### config.mk
export PLATFORM = sky130hd
export DESIGN_NAME = mul_div_ctrl
export DESIGN_NICKNAME = d
export VERILOG_FILES = /design/src/rtl/mul_div_ctrl.sv
export SDC_FILE = /design/constraint.sdc
export NUM_CORES = 2
export LEC_CHECK = 0
export ABC_AREA = 1
export CAP_MARGIN = 25
export CORE_ASPECT_RATIO = 0.9
export CORE_MARGIN = 4
export CORE_UTILIZATION = 50
export CTS_BUF_LIST = sky130_fd_sc_hd__clkbuf_4
export DETAILED_ROUTE_END_ITERATION = 8
export PLACE_DENSITY = 0.7
export SLEW_MARGIN = 25
export SYNTH_ARGS = -nofsm -noshare
export SYNTH_HDL_FRONTEND = slang
export SYNTH_SLANG_ARGS = --single-unit
export TNS_END_PERCENT = 50
### constraint.sdc
create_clock -name clk -period 16.8 [get_ports clk]
set_input_delay 3.36 -clock clk [delete_from_list [all_inputs] [get_ports clk]]
set_output_delay 3.36 -clock clk [all_outputs]
set_load 0.01 [all_outputs]
### src/rtl/mul_div_ctrl.sv
// Multiply/divide controller for the EX stage: one-cycle multiply,
// 32-cycle restoring divide, and HI/LO result hand-off with pipeline stall.
module mul_div_ctrl (
    input  logic        clk,
    input  logic        rst,
    input  logic        start,
    input  logic [1:0]  op,
    input  logic [31:0] src_a,
    input  logic [31:0] src_b,
    input  logic        flush,
    input  logic        stall_ext,
    output logic        stall_md,
    output logic        result_valid,
    output logic [31:0] result_hi,
    output logic [31:0] result_lo
);

    typedef enum logic [1:0] {IDLE, MUL, DIV, DONE} state_e;

    state_e      state_q;
    logic [31:0] a_q;
    logic [31:0] b_q;
    logic [31:0] rem_q;
    logic [4:0]  cnt_q;
    logic        sgn_q;
    logic        qneg_q;
    logic        rneg_q;

    logic [31:0] mag_a_d;
    logic [31:0] mag_b_d;
    logic [63:0] ext_a_d;
    logic [63:0] ext_b_d;
    logic [63:0] prod_d;
    logic [32:0] trial_d;
    logic        fit_d;
    logic [31:0] rem_d;
    logic [31:0] quo_d;
    logic [31:0] quo_fix_d;
    logic [31:0] rem_fix_d;

    always_comb begin
        mag_a_d = (!op[0] && src_a[31]) ? -src_a : src_a;
        mag_b_d = (!op[0] && src_b[31]) ? -src_b : src_b;
        // sign-extending to 64 bits makes one unsigned multiply serve both modes
        ext_a_d = {{32{sgn_q & a_q[31]}}, a_q};
        ext_b_d = {{32{sgn_q & b_q[31]}}, b_q};
        prod_d  = ext_a_d * ext_b_d;
        trial_d = {rem_q, a_q[31]};
        fit_d   = (trial_d >= {1'b0, b_q});
        rem_d   = fit_d ? (trial_d[31:0] - b_q) : trial_d[31:0];
        quo_d   = {a_q[30:0], fit_d};
        quo_fix_d = qneg_q ? -quo_d : quo_d;
        rem_fix_d = rneg_q ? -rem_d : rem_d;
        stall_md = rst & ((state_q == IDLE & start & ~flush)
                   | state_q == MUL | state_q == DIV);
    end

    always_ff @(posedge clk or negedge rst) begin
        if (!rst) begin
            state_q      <= IDLE;
            a_q          <= '0;
            b_q          <= '0;
            rem_q        <= '0;
            cnt_q        <= '0;
            sgn_q        <= 1'b0;
            qneg_q       <= 1'b0;
            rneg_q       <= 1'b0;
            result_valid <= 1'b0;
            result_hi    <= '0;
            result_lo    <= '0;
        end else if (flush) begin
            state_q      <= IDLE;
            cnt_q        <= '0;
            result_valid <= 1'b0;
        end else begin
            unique case (state_q)
                IDLE: begin
                    if (start) begin
                        sgn_q  <= ~op[0];
                        cnt_q  <= '0;
                        rem_q  <= '0;
                        qneg_q <= ~op[0] & (src_a[31] ^ src_b[31]);
                        rneg_q <= ~op[0] & src_a[31];
                        if (op[1]) begin
                            a_q     <= mag_a_d;
                            b_q     <= mag_b_d;
                            state_q <= DIV;
                        end else begin
                            a_q     <= src_a;
                            b_q     <= src_b;
                            state_q <= MUL;
                        end
                    end
                end
                MUL: begin
                    result_hi    <= prod_d[63:32];
                    result_lo    <= prod_d[31:0];
                    result_valid <= 1'b1;
                    state_q      <= DONE;
                end
                DIV: begin
                    a_q   <= quo_d;
                    rem_q <= rem_d;
                    cnt_q <= cnt_q + 5'd1;
                    if (cnt_q == 5'd31) begin
                        result_hi    <= rem_fix_d;
                        result_lo    <= quo_fix_d;
                        result_valid <= 1'b1;
                        state_q      <= DONE;
                    end
                end
                DONE: begin
                    if (!stall_ext) begin
                        result_valid <= 1'b0;
                        state_q      <= IDLE;
                    end
                end
            endcase
        end
    end

endmodule
==> reports/metrics.csv <==
stage,metric,value,unit
status,outcome,finished clean,
logic_synthesis,netlist_area,0.0524,mm^2
clocking,cts_buffer_depth,2,
clocking,cts.sinks,171,
critical_path,max_stage_delay,0.74,ns
critical_path,r2r_cells,30,
placed_design,io_buffers,136,
sta,skew,0.0482,ns
grt,grt_max_degree,78,
clocking,postCtsHoldBufs,0,
sta,hold_viol,0,
logic_synthesis,synth_warnings,0,
logic_synthesis,synth-seq-cells,171,
sta,period_needed,9.71,ns
detailed_routing,drc,0,
floorplan,ios,137,
sta,fin_tns_setup,0,ns
sta,fmax,103,MHz
logic_synthesis,synth_top_cell_by_area,fa_1,
logic_synthesis,syn-num-nets,8298,
sta,slew_headroom,31.4,%
sta,rsz0062_at_grt,no,
floorplan,start_util,50.4,%
grt,grt_overflow,0,
critical_path,r2r_start,sgn_q$_DFFE_PN0P_,
detailed_routing,post_drt_wl_per_cell,20.8,um
critical_path,path_class,reg -> reg,
finish,register_area,0.00428,mm^2
critical_path,crit_top_cell,fa_1,
clocking,cts_tree,yes,
critical_path,critPathMaxFanout,29,
finish,final_core_util,53.1,%
logic_synthesis,synth_edf_count,0,
detailed_routing,ant_nets,0,
floorplan,die_w,349,um
placed_design,place_congestion,1.04,
hold_path,holdCritPathClass,reg -> reg,
floorplan,design.core.area,0.104,mm^2
detailed_routing,vias,44242,
critical_path,worstPathArrival,10.36,ns
detailed_routing,first_pass_iters,6,
detailed_routing,routed_wl,170000,um
critical_path,rr_endpoint,result_hi[22]$_DFFE_PN0P_,
clocking,cts.htree.levels,4,
sta,period_share,57.8,%
clocking,cts_root_buf,clkbuf_4,
logic_synthesis,synth.distinct_cells,60,
finish,nets,8202,
logic_synthesis,synth.avg_cell_area,7.65,um^2
placed_design,placed_area,0.0548,mm^2
logic_synthesis,synth_area_leaders,"fa_1 43%, inv_1 13%, nand2_1 12%",
logic_synthesis,async_reset_ff_share,100,%
sta,setup_violations,0,
flow_run,drv_cap,0,
grt,antenna_found_initial,4,
critical_path,cp.required,17.45,ns
grt,grt_pass1_vias,45789,
hold_path,hold_path_depth,2,
detailed_routing,dr.first_iter.drc_count,4169,
floorplan,core.rowCount,112,
finish,final_area,0.0551,mm^2
logic_synthesis,synth_cells,6846,
placed_design,place.detailed.hpwl,139000,um
detailed_routing,viasPerCell,5.44,
critical_path,end_kind,flip-flop,
critical_path,crit_start,sgn_q$_DFFE_PN0P_,
clocking,post_cts_buffers,0,
logic_synthesis,synth_flop_cell,dfrtp_1,
critical_path,worstSetupStartpointType,flip-flop,
critical_path,crit_end,result_hi[22]$_DFFE_PN0P_,
clocking,clock_latency,0.77,ns
placed_design,place_ws,7.20,ns
critical_path,cp_slowest_cell,o21ai_0,
sta,drv_slew,0,
logic_synthesis,yosys.area.top_type_share,43.0,%
finish,area_growth,5.28,%
grt,grt_pass1_wl,268000,um
floorplan,die_h,315,um
sta,fin_ws,7.09,ns
finish,drive_gt1_share,3.24,%
clocking,clk_pin_slew_worst_paths,0.18,ns
grt,grt.total_usage,31.7,%
critical_path,reg2reg_setup_slack,7.09,ns
clocking,cts.repair.resized,0,
finish,final_cell_mix,"1,819 x inv_1, 1,724 x nand2_1, 1,125 x fa_1, 335 x nor2_1, 254 x ha_1",
finish,fillerInstances,9861,
floorplan,dieArea,0.110,mm^2
finish,final_common_cell,inv_1,
logic_synthesis,ys_seq_area_share,8.17,%
clocking,cts_made_buffers,17,
finish,multi_input_area,0.0399,mm^2
sta,worst_pin_slew,1.02,ns
critical path: cells and delay by family (launching register included):
family / cells / cell delay, ns
buf+inv: 7 / 1.39
flops: 1 / 0.44
simple gates: 7 / 0.99
fa+ha+maj: 9 / 4.52
compound gates: 7 / 2.27
synthesized netlist by cell type (3+ instances only):
library cell  number
a211oi_1           4
a21boi_0           8
a21o_1             5
a21oi_1          186
a221oi_1           4
a31oi_1           38
a41oi_1            3
and2_1             5
buf_1             84
buf_2              4
buf_6              7
clkbuf_1         243
dfrtp_1          171
fa_1            1126
ha_1             255
inv_1           1821
inv_2             12
nand2_1         1724
nand2_2           25
nand3_1          167
nand3_2            5
nand3b_1          13
nand4_1           43
nor2_1           335
nor2_2            16
nor3_1            51
nor4_1            19
o211ai_1          25
o21a_1            14
o21ai_0          201
o21ai_1           11
o21bai_1           7
o221ai_1          17
o22ai_1           36
o31ai_1            8
or2_2             19
xnor2_1           49
xor2_1            55
worst min-delay path by stage:
stage,start,end,slack (ns)
final,result_hi[9]$_DFFE_PN0P_,result_hi[9]$_DFFE_PN0P_,0.51
after global routing,result_lo[5]$_DFFE_PN0P_,result_lo[5]$_DFFE_PN0P_,0.53
after CTS,result_lo[5]$_DFFE_PN0P_,result_lo[5]$_DFFE_PN0P_,0.51
after detailed placement,result_lo[5]$_DFFE_PN0P_,result_lo[5]$_DFFE_PN0P_,0.47
after global placement,result_hi[14]$_DFFE_PN0P_,result_hi[14]$_DFFE_PN0P_,0.47
after floorplan,cnt_q[4]$_DFFE_PN0P_,cnt_q[4]$_DFFE_PN0P_,0.46
layout make-up:
| type | instances | share of cell area (%) |
|---|---|---|
| timing repair buffer | 224 | 3.71 |
| clock inverter | 15 | 0.327 |
| clock buffer | 17 | 0.231 |
| antenna | 3 | 0.0136 |
| inverter | 1835 | 12.5 |
| tap | 1368 | 3.10 |
| multi-input combinational | 4501 | 72.4 |
| sequential | 171 | 7.77 |
cell families after synthesis:
kind of cell               Yosys count  synth area share [%]
AOI/OAI and AO/OA                  581                  6.35
xor gates and xnor gates           104                  1.74
adders and majority gates         1381                  49.1
buffers and inverters             2174                  15.7
DFF                                171                  8.17
muxes                                1                0.0191
and+or+nand+nor                   2434                  18.9
per-layer routing:
| metal | GRT usage [%] | part of all wire (%) | vias to the layer above |
|---|---|---|---|
| met5 | 0 | 0.011 | - |
| met2 | 51.1 | 46 | 1968 |
| li1 | - | - | 19658 |
| met3 | 5.63 | 9.0 | 324 |
| met1 | 43.5 | 41 | 22288 |
| met4 | 10.9 | 4.0 | 4 |
state kept, by name, summed over array words and instances (netlist names):
register	cells
cnt_q	5
rem_q	32
result_valid	1
sgn_q	1
qneg_q	1
result_hi	32
rneg_q	1
a_q	32
b_q	32
state_q	2
result_lo	32
through the flow:
stage / hold slack, ns / cells
3_3_place_gp: 0.469 / 8098
6_report: 0.508 / 8134
2_1_floorplan: 0.459 / 6846
3_5_place_dp: 0.468 / 8099
5_1_grt: 0.530 / 8134
4_1_cts: 0.509 / 8131
Power is not shown: default switching activity piles up to over one toggle a cycle in this logic, so the estimate is an artifact.
